<file path="src/rtl/frame_source_writer.sv">
// Draw-source bus consumer: walks sources 0..NUM_SOURCES-1 and writes their opaque, in-range
// pixels into the frame buffer. Optional start timeout via `FRAME_WRITER_TIMEOUT_EN.
module frame_source_writer #(
    parameter int NUM_SOURCES       = 4,
    parameter int SOURCE_SEL_ADDRW  = 2,
    parameter int COLOR_DEPTH       = 8,
    parameter int DRAW_WIDTH        = 160,
    parameter int DRAW_WIDTH_ADDRW  = 8,
    parameter int DRAW_HEIGHT       = 120,
    parameter int DRAW_HEIGHT_ADDRW = 7,
    parameter int MEM_ADDRW         = 15,
    parameter int START_TIMEOUT     = 16
) (
    input  logic                         clk,
    input  logic                         resetN,
    input  logic                         frame_start,
    output logic                         busy,
    output logic                         frame_done,
    output logic [SOURCE_SEL_ADDRW-1:0]  write_source_sel,
    output logic                         write_awaited,
    input  logic                         write_active,
    input  logic [COLOR_DEPTH-1:0]       write_color_data,
    input  logic                         write_transparent,
    input  logic [DRAW_WIDTH_ADDRW-1:0]  write_x_addr,
    input  logic [DRAW_HEIGHT_ADDRW-1:0] write_y_addr,
    output logic                         mem_we,
    output logic [MEM_ADDRW-1:0]         mem_addr,
    output logic [COLOR_DEPTH-1:0]       mem_wdata,
    output logic                         source_timeout
);

    typedef enum logic [2:0] {IDLE, SELECT, WAIT_START, STREAM, NEXT, DONE} state_t;

    localparam logic [SOURCE_SEL_ADDRW-1:0] LAST_SEL = SOURCE_SEL_ADDRW'(NUM_SOURCES - 1);
    // One extra bit keeps the limit representable even when it equals 2**ADDRW
    localparam logic [DRAW_WIDTH_ADDRW:0]  X_LIM = (DRAW_WIDTH_ADDRW+1)'(DRAW_WIDTH);
    localparam logic [DRAW_HEIGHT_ADDRW:0] Y_LIM = (DRAW_HEIGHT_ADDRW+1)'(DRAW_HEIGHT);

    state_t               state;
    logic                 in_range;
    logic                 px_we;
    logic [MEM_ADDRW-1:0] px_addr;

    assign in_range = ({1'b0, write_x_addr} < X_LIM) && ({1'b0, write_y_addr} < Y_LIM);
    assign px_we    = write_active && !write_transparent && in_range;
    assign px_addr  = MEM_ADDRW'(write_y_addr) * MEM_ADDRW'(DRAW_WIDTH) + MEM_ADDRW'(write_x_addr);

`ifdef FRAME_WRITER_TIMEOUT_EN
    localparam int TW = $clog2(START_TIMEOUT + 1);
    localparam logic [TW-1:0] TMO_LAST = TW'(START_TIMEOUT - 1);
    logic [TW-1:0] tmo_cnt;
`else
    assign source_timeout = 1'b0;
`endif

    always_ff @(posedge clk) begin
        if (!resetN) begin
            state            <= IDLE;
            busy             <= 1'b0;
            frame_done       <= 1'b0;
            write_awaited    <= 1'b0;
            write_source_sel <= '0;
            mem_we           <= 1'b0;
            mem_addr         <= '0;
            mem_wdata        <= '0;
`ifdef FRAME_WRITER_TIMEOUT_EN
            tmo_cnt          <= '0;
            source_timeout   <= 1'b0;
`endif
        end else begin
            mem_we        <= 1'b0;
            frame_done    <= 1'b0;
            write_awaited <= 1'b0;
            unique case (state)
                IDLE: if (frame_start) begin
                    state            <= SELECT;
                    write_source_sel <= '0;
                    busy             <= 1'b1;
                    write_awaited    <= 1'b1;
                end
                SELECT: begin
                    state <= WAIT_START;
`ifdef FRAME_WRITER_TIMEOUT_EN
                    tmo_cnt <= '0;
`endif
                end
                WAIT_START: begin
                    if (write_active) state <= STREAM;
`ifdef FRAME_WRITER_TIMEOUT_EN
                    else if (tmo_cnt == TMO_LAST) begin
                        state          <= NEXT;
                        source_timeout <= 1'b1;
                    end else tmo_cnt <= tmo_cnt + 1'b1;
`endif
                end
                STREAM: if (!write_active) state <= NEXT;
                NEXT: begin
                    if (write_source_sel == LAST_SEL) begin
                        state      <= DONE;
                        frame_done <= 1'b1;
                    end else begin
                        write_source_sel <= write_source_sel + 1'b1;
                        state            <= SELECT;
                        write_awaited    <= 1'b1;
                    end
                end
                DONE: begin
                    state            <= IDLE;
                    busy             <= 1'b0;
                    write_source_sel <= '0;
                end
                default: state <= IDLE;
            endcase
            // Pixels are taken on the first active cycle too, so no pixel is lost on start
            if ((state == WAIT_START || state == STREAM) && px_we) begin
                mem_we    <= 1'b1;
                mem_addr  <= px_addr;
                mem_wdata <= write_color_data;
            end
        end
    end

endmodule

</file>
<file path="config.mk">
export PLATFORM = sky130hd
export DESIGN_NAME = frame_source_writer
export DESIGN_NICKNAME = d
export VERILOG_FILES = /design/src/rtl/frame_source_writer.sv
export SDC_FILE = /design/constraint.sdc
export NUM_CORES = 1
export LEC_CHECK = 0
export ABC_AREA = 1
export BUFFER_PORTS_ARGS = -buffer_cell sky130_fd_sc_hd__buf_2
export CAP_MARGIN = 20
export CELL_PAD_IN_SITES_DETAIL_PLACEMENT = 1
export CELL_PAD_IN_SITES_GLOBAL_PLACEMENT = 2
export CORE_AREA = 5 5 88 90
export DETAILED_ROUTE_END_ITERATION = 10
export DIE_AREA = 0 0 93 95
export PLACE_DENSITY_LB_ADDON = 0.1
export SLEW_MARGIN = 10
export SYNTH_ARGS = -nofsm -noshare
export SYNTH_HDL_FRONTEND = slang
export SYNTH_SLANG_ARGS = --single-unit
</file>
<file path="constraint.sdc">
create_clock -name clk -period 2.25 [get_ports clk]
set_clock_uncertainty 0.05 [all_clocks]
set_input_delay 0 -clock clk [delete_from_list [all_inputs] [get_ports clk]]
set_output_delay 0 -clock clk [all_outputs]
set_load 0.1 [all_outputs]
</file>
==> out/results.ini, run 1 <==
[run_status]
status = finished clean

[cells_and_area]
n_antenna_cell = 0
drive_gt1_share_pct = 22.3
post-route-util_pct = 33.9
fin_cells = 401
nNetsFinal = 363
area_delta_synth_final_pct = 32.7

[cts]
htree_levels = 2
cts_setup_buffers = 0
clkLatencyLatePin_ns = 0.28
clkTransAtPathRegs_ns = 0.07
cts_tree = done
cts_root_buffer = clkbuf_8
cts_made_buffers = 5
clkSinkCount = 32
cts_buffer_depth = 2

[worst_setup_path]
r2r_end = state[0]
worstSetupStartpointType = primary input
crit_required_ns = 2.42
r2r_setup_slack_ns = 0.85
cp_max_fo = 3
crit_type = primary input to flop
end_kind = flop
cp_data_arrival_time_ns = 1.92
r2r_start = state[0]
rr_worst_depth = 7

[pwr]
power_density_nw_per_um2 = 792
power_leakage_nw = 1.18
peakVddDrop_mv = 0.321

[timing]
max_freq_ghz = 0.571
fin_setup_tns_ns = 0
timing.hold.ws_ns = 0.0359
slew_headroom_pct = 55.9
rsz0062_at_grt = no
hold_viol = 0
worst_slew_pin_slew_ns = 0.661
finalMaxSlewViolations = 0
period_minus_slack_ns = 1.75
finalSetupViolations = 0
fin_crit_sh_pct = 77.8

[routing]
antenna_left = 0
drt_iter0_drc = 21
via_per_inst = 4.46
drc = 0
wl_per_cell_um = 12.4
vias = 1787
routed_wl_um = 4970
firstDrtPassIters = 4

[global_route]
grt_pass1_vias = 1832
antenna_found_initial = 0
grt_pass1_wl_um = 8210
overflow = 0
grt_max_degree = 22
track_usage_pct = 11.6

[synthesis]
yosysTopAreaCell = dfxtp_1
syn-instance-count = 248
ys_seq_area_share_pct = 35.9
yosys-top-cells-count = nand2_1 (73), dfxtp_1 (32), a21oi_1 (29)
ys_types = 26
synth.net_count = 292
synth_edf_count = 0
synth_seq_cells = 32
syn_area_um2 = 1780
avgSynthCellArea_um2 = 7.19
synth_ff_type = dfxtp_1
async_flop_share_pct = 0
synth.top_cells.by_area = dfxtp_1 (36%), nand2_1 (15%), ha_1 (9.8%)
ys_warn_count = 0
synthMostInstantiatedCell = nand2_1
yosysTopAreaCellShare_pct = 35.9

[die]
die_x_um = 93
die_h_um = 95
dieArea_um2 = 8840
start_util_pct = 25.5
pin_count = 58
rows = 31
core_um2 = 6980

[job]
max-cap-violations = 0

[min_path]
min_from = resetN
hold_path.class = primary input to flop
min_path_cells = 3
min_to = state[1]

[placement]
dpl.hpwl_um = 3920
port_buffers = 56
dpl.cell_count = 380
gp_congestion = 0.696

[flip-flops by register name, indices dropped and copies added (netlist names)]
register / flops
frame_done: 1
write_awaited: 1
mem_wdata: 8
write_source_sel: 2
state: 3
mem_addr: 15
busy: 1
mem_we: 1
[cells in the final DEF (no fill, tap or decap)]
| cell | count |
|---|---|
| a211oi_1 | 1 |
| a21oi_1 | 29 |
| a31oi_1 | 1 |
| buf_12 | 1 |
| buf_2 | 56 |
| buf_4 | 1 |
| clkbuf_8 | 7 |
| conb_1 | 1 |
| dfxtp_1 | 32 |
| dlygate4sd3_1 | 14 |
| fa_1 | 2 |
| ha_1 | 14 |
| inv_1 | 28 |
| inv_2 | 1 |
| nand2_1 | 73 |
| nand2_2 | 1 |
| nand3_1 | 16 |
| nand4_1 | 2 |
| nor2_1 | 16 |
| nor2_2 | 2 |
| nor3_2 | 1 |
| o211ai_1 | 1 |
| o21a_1 | 3 |
| o21ai_0 | 9 |
| o21ai_1 | 2 |
| o21ai_4 | 1 |
| xnor2_1 | 2 |
| xor2_1 | 2 |
[power by group]
group / internal, W / switching, W
clock network: 0.000272 / 0.000200
registers: 0.000622 / 0.0000298
logic: 0.000196 / 0.000552
[per-stage QoR]
step | total power, W | area (µm²) | setup WS [ns]
after global routing | 0.00201 | 2370 | 0.271
final | 0.00187 | 2370 | 0.499
after detailed placement | 0.00141 | 2130 | 0.200
after CTS | 0.00191 | 2370 | 0.477
after global placement | 0.00141 | 2130 | 0.260
after floorplan | 0.00125 | 1780 | 0.511
[worst max-delay path by stage]
stage,start,endpoint,cells past startpoint
2_1_floorplan,write_y_addr[1],mem_addr[12],10
3_3_place_gp,write_y_addr[1],mem_addr[13],14
3_5_place_dp,write_y_addr[1],mem_addr[13],15
4_1_cts,write_y_addr[1],mem_addr[13],15
5_1_grt,write_y_addr[1],mem_addr[13],15
6_report,write_y_addr[1],mem_addr[13],15
[critical path: stages]
cell and delay, ns:
buf_2 0.12, ha_1 0.29, ha_1 0.24, fa_1 0.43, nand2_1 0.09, inv_1 0.05
nor2_2 0.10, nand2_1 0.07, nor2_2 0.14, nand2_1 0.08, nor2_1 0.10, nand2_1 0.06
nand3_1 0.06, nand2_1 0.05, inv_1 0.04
[layout make-up]
class	instances	area, µm²
multi-input cells	179	970
flip-flops and latches	32	641
fillers	900	4620
well taps	82	103
clock buffers	7	96.3
inverters	29	109
repair buffers	72	448
[cell families (layout without fill, tap and decap cells)]
| group | Yosys count | after routing | synth area share [%] |
|---|---|---|---|
| AND/OR/NAND/NOR | 111 | 111 | 25.5 |
| AO/OA/AOI/OAI | 47 | 47 | 14.6 |
| buffers and inverters | 37 | 108 | 9.68 |
| flip-flops | 32 | 32 | 35.9 |
| adder cells (fa/ha/maj) | 16 | 16 | 12.1 |
| XOR/XNOR | 4 | 4 | 1.97 |
| other | 1 | 1 | 0.210 |
[routing by layer]
metal | vias up | track usage, % | wire [µm]
li1 | 935 | - | -
met1 | 818 | 15.1 | 2400
met2 | 32 | 19.3 | 2320
met3 | 2 | 2.87 | 223
met4 | 0 | 2.93 | 24
met5 | - | 0 | 0
[repair_timing]
action                    4_1_cts  5_1_grt
hold endpoints to repair       15        0
gates resized for setup         0        0
hold buffers                   14        0
No activity file was read; power rests on OpenSTA's default activity.
==> inputs of run 2 (changes only) <==
- ABC_AREA: 1 -> 0
- CORE_AREA: 5 5 88 90 -> 5 5 89 91
- DIE_AREA: 0 0 93 95 -> 0 0 94 96
- clock period: 2.25 -> 1.6 ns (I/O delays scaled with it)
==> run 2 against run 1 <==
The run now ends with negative setup slack left. Combinational power shrank 2.9%. Design area grew 15%. Critical path depth shrank 4. Non-clock buffer count grew 30. Critical path type unchanged. Worst hold slack gained 0.0030 ns. Sequential cell count is the same. Die area grew 2.1%. Final cell count is the same. Global-route usage grew 0.63 points.
==> out/results.ini, run 2 <==
[run_status]
status = complete, but fails checks
failed_checks = negative setup slack

[pwr]
total_power_w = 0.00219
p_switching_w = 0.000710
p_comb_share_pct = 33.2
pwr-share-clk_pct = 29.1
power_density_nw_per_um2 = 805
p_int_w = 0.00148
power_leakage_nw = 1.16
switching_share_pct = 32.4
seq_power_share_pct = 37.8
peakVddDrop_mv = 0.277

[timing]
timing.hold.ws_ns = 0.0390
finalSetupViolations = 3
fin_setup_tns_ns = -0.169
worst_slew_pin_slew_ns = 0.583
hold_viol = 0
period_minus_slack_ns = 1.68
worst_slack_ns = -0.0819
rsz0062_at_grt = yes
finalMaxSlewViolations = 0
max_freq_ghz = 0.595
fin_crit_sh_pct = 105
slew_headroom_pct = 61.1

[cells_and_area]
n_antenna_cell = 0
regMostFlops = mem_addr
final_common_cell = buf_2
largestRegisters = mem_addr x15, mem_wdata x8, state x3
design_area_um2 = 2720
largest_reg_flops = 15
nNetsFinal = 345
layout_common_cells = buf_2 (54), nand2_1 (35), dfxtp_1 (30), buf_4 (28), a21oi_1 (26)
area_delta_synth_final_pct = 60.7
drive_gt1_share_pct = 41.7

[worst_setup_path]
cp_max_fo = 2
end_kind = flop
worstSetupStartpointType = primary input
r2r_start = state[2]
path_buf_inv = 3
r2r_end = mem_addr[10]
rr_worst_depth = 6
cp_data_arrival_time_ns = 1.80
cpMostUsedCell = ha_4
crit_type = primary input to flop
r2r_setup_slack_ns = 0.15
cp_top_family = adder cells
max_stage_delay_ns = 0.39
slowest_stage = fa_2
crit_required_ns = 1.72
path_cells = buf_8 -> ha_4 -> ha_4 -> fa_2 -> a211oi_2 -> buf_4 -> buf_6 -> o21ba_4 -> nor4_4 -> xnor2_1 -> a21oi_2

[cts]
clkLatencyLatePin_ns = 0.28
htree_levels = 2
cts_tree = done
cts_root_buffer = clkbuf_8
cts_buffer_depth = 2
clkTransAtPathRegs_ns = 0.07
clkSinkCount = 32
cts_made_buffers = 5

[die]
pin_count = 58
die_h_um = 96
rows = 31
die_x_um = 94
core_um2 = 7060
dieArea_um2 = 9020
start_util_pct = 24.0

[global_route]
antenna_found_initial = 0
overflow = 0
grt_max_degree = 30
track_usage_pct = 12.2
grt_pass1_wl_um = 8810
grt_pass1_vias = 1942

[routing]
antenna_left = 0
firstDrtPassIters = 2
routed_wl_um = 5240
drt_iter0_drc = 36
wl_per_cell_um = 13.1
drc = 0
via_per_inst = 4.43
vias = 1778

[synthesis]
avgSynthCellArea_um2 = 8.42
syn_area_um2 = 1690
async_flop_share_pct = 0
synth_ff_type = dfxtp_1
syn-instance-count = 201
yosys-top-cells-count = nand2_1 (36), dfxtp_1 (32), a21oi_1 (27)
ys_types = 42
synthMostInstantiatedCell = nand2_1
synth.top_cells.by_area = dfxtp_1 (38%), ha_1 (10%), a21oi_1 (8.0%)
synth.net_count = 245
ys_warn_count = 0
yosysTopAreaCell = dfxtp_1
synth_edf_count = 0
ys_seq_area_share_pct = 37.8
yosysTopAreaCellShare_pct = 37.8
synth_seq_cells = 32

[placement]
gp_congestion = 0.760
dpl.hpwl_um = 3960
placed_area_um2 = 2310
place_ws_ns = -0.423
port_buffers = 56

[min_path]
min_path_cells = 3
min_to = state[0]
hold_path.class = primary input to flop
min_from = frame_start

[job]
max-cap-violations = 0

## run 2: changes by cell type in the layout (fill, tap and decap cells not counted), sizes merged, moves of 3 or more
cell | previous run | this run
buf | 58 | 87
o21ai | 12 | 16
nand3 | 16 | 3
nor2 | 18 | 13
a211oi | 1 | 5
inv | 29 | 7
nor4 | 0 | 3
nand2 | 74 | 36
## run 2: layer usage
layer  part of all wire, %  global-route usage (%)
met5                     0                       0
met3                   5.2                    3.99
met2                    49                    21.5
met4                  0.72                    2.53
met1                    45                    14.6
## run 2: power groups by stage
stage                     Sequential [W]  Clock [W]  Combinational [W]
after floorplan                 0.000956          0           0.000293
after global placement          0.000845          0           0.000611
after detailed placement        0.000846          0           0.000611
after CTS                       0.000827   0.000664           0.000688
after global routing            0.000830   0.000701           0.000791
final                           0.000828   0.000636           0.000727
## run 2: layout make-up
class,count,area (µm²)
Sequential cell,32,646
Clock inverter,2,10.0
Multi-Input combinational cell,153,1130
Tap cell,99,124
Fill cell,855,4340
Inverter,7,26.3
Timing Repair Buffer,102,703
Clock buffer,6,82.6
## run 2: cells by family (layout without fill, tap and decap cells)
logic type | count (synthesis) | count (layout) | share of synthesized area, %
AOI/OAI and AO/OA | 59 | 59 | 21.3
other | 1 | 1 | 0.222
DFF | 32 | 32 | 37.8
xor gates and xnor gates | 7 | 7 | 4.07
adders and majority gates | 16 | 16 | 12.7
and+or+nand+nor | 70 | 70 | 19.7
buffers and inverters | 16 | 117 | 4.14
## run 2: timing repair
action / CTS / global route
hold buffers: 15 / 0
endpoints found under the setup margin: 5 / 5
resized for setup: 12 / 14
endpoints found under the hold margin: 17 / 0
setup buffers: 3 / 2
pin swaps: 12 / 18
## run 2: worst max path at each step
stage | startpoint | end | cells after the start
after detailed placement | write_y_addr[1] | mem_addr[13] | 9
after CTS | write_y_addr[3] | mem_addr[13] | 10
after floorplan | write_y_addr[1] | mem_addr[13] | 8
after global routing | write_y_addr[1] | mem_addr[13] | 11
final | write_y_addr[1] | mem_addr[13] | 11
after global placement | write_y_addr[1] | mem_addr[13] | 9
## run 2: tightest hold or removal path, cell delays in order
cell and delay (ns):
buf_2 0.12, o21ai_0 0.08, a21oi_1 0.13
## run 2: metrics by stage
step	instances	util, %
6_report	401	38.5
5_1_grt	401	38.5
4_1_cts	399	37.4
3_5_place_dp	373	32.8
3_3_place_gp	373	32.8
2_1_floorplan	201	-
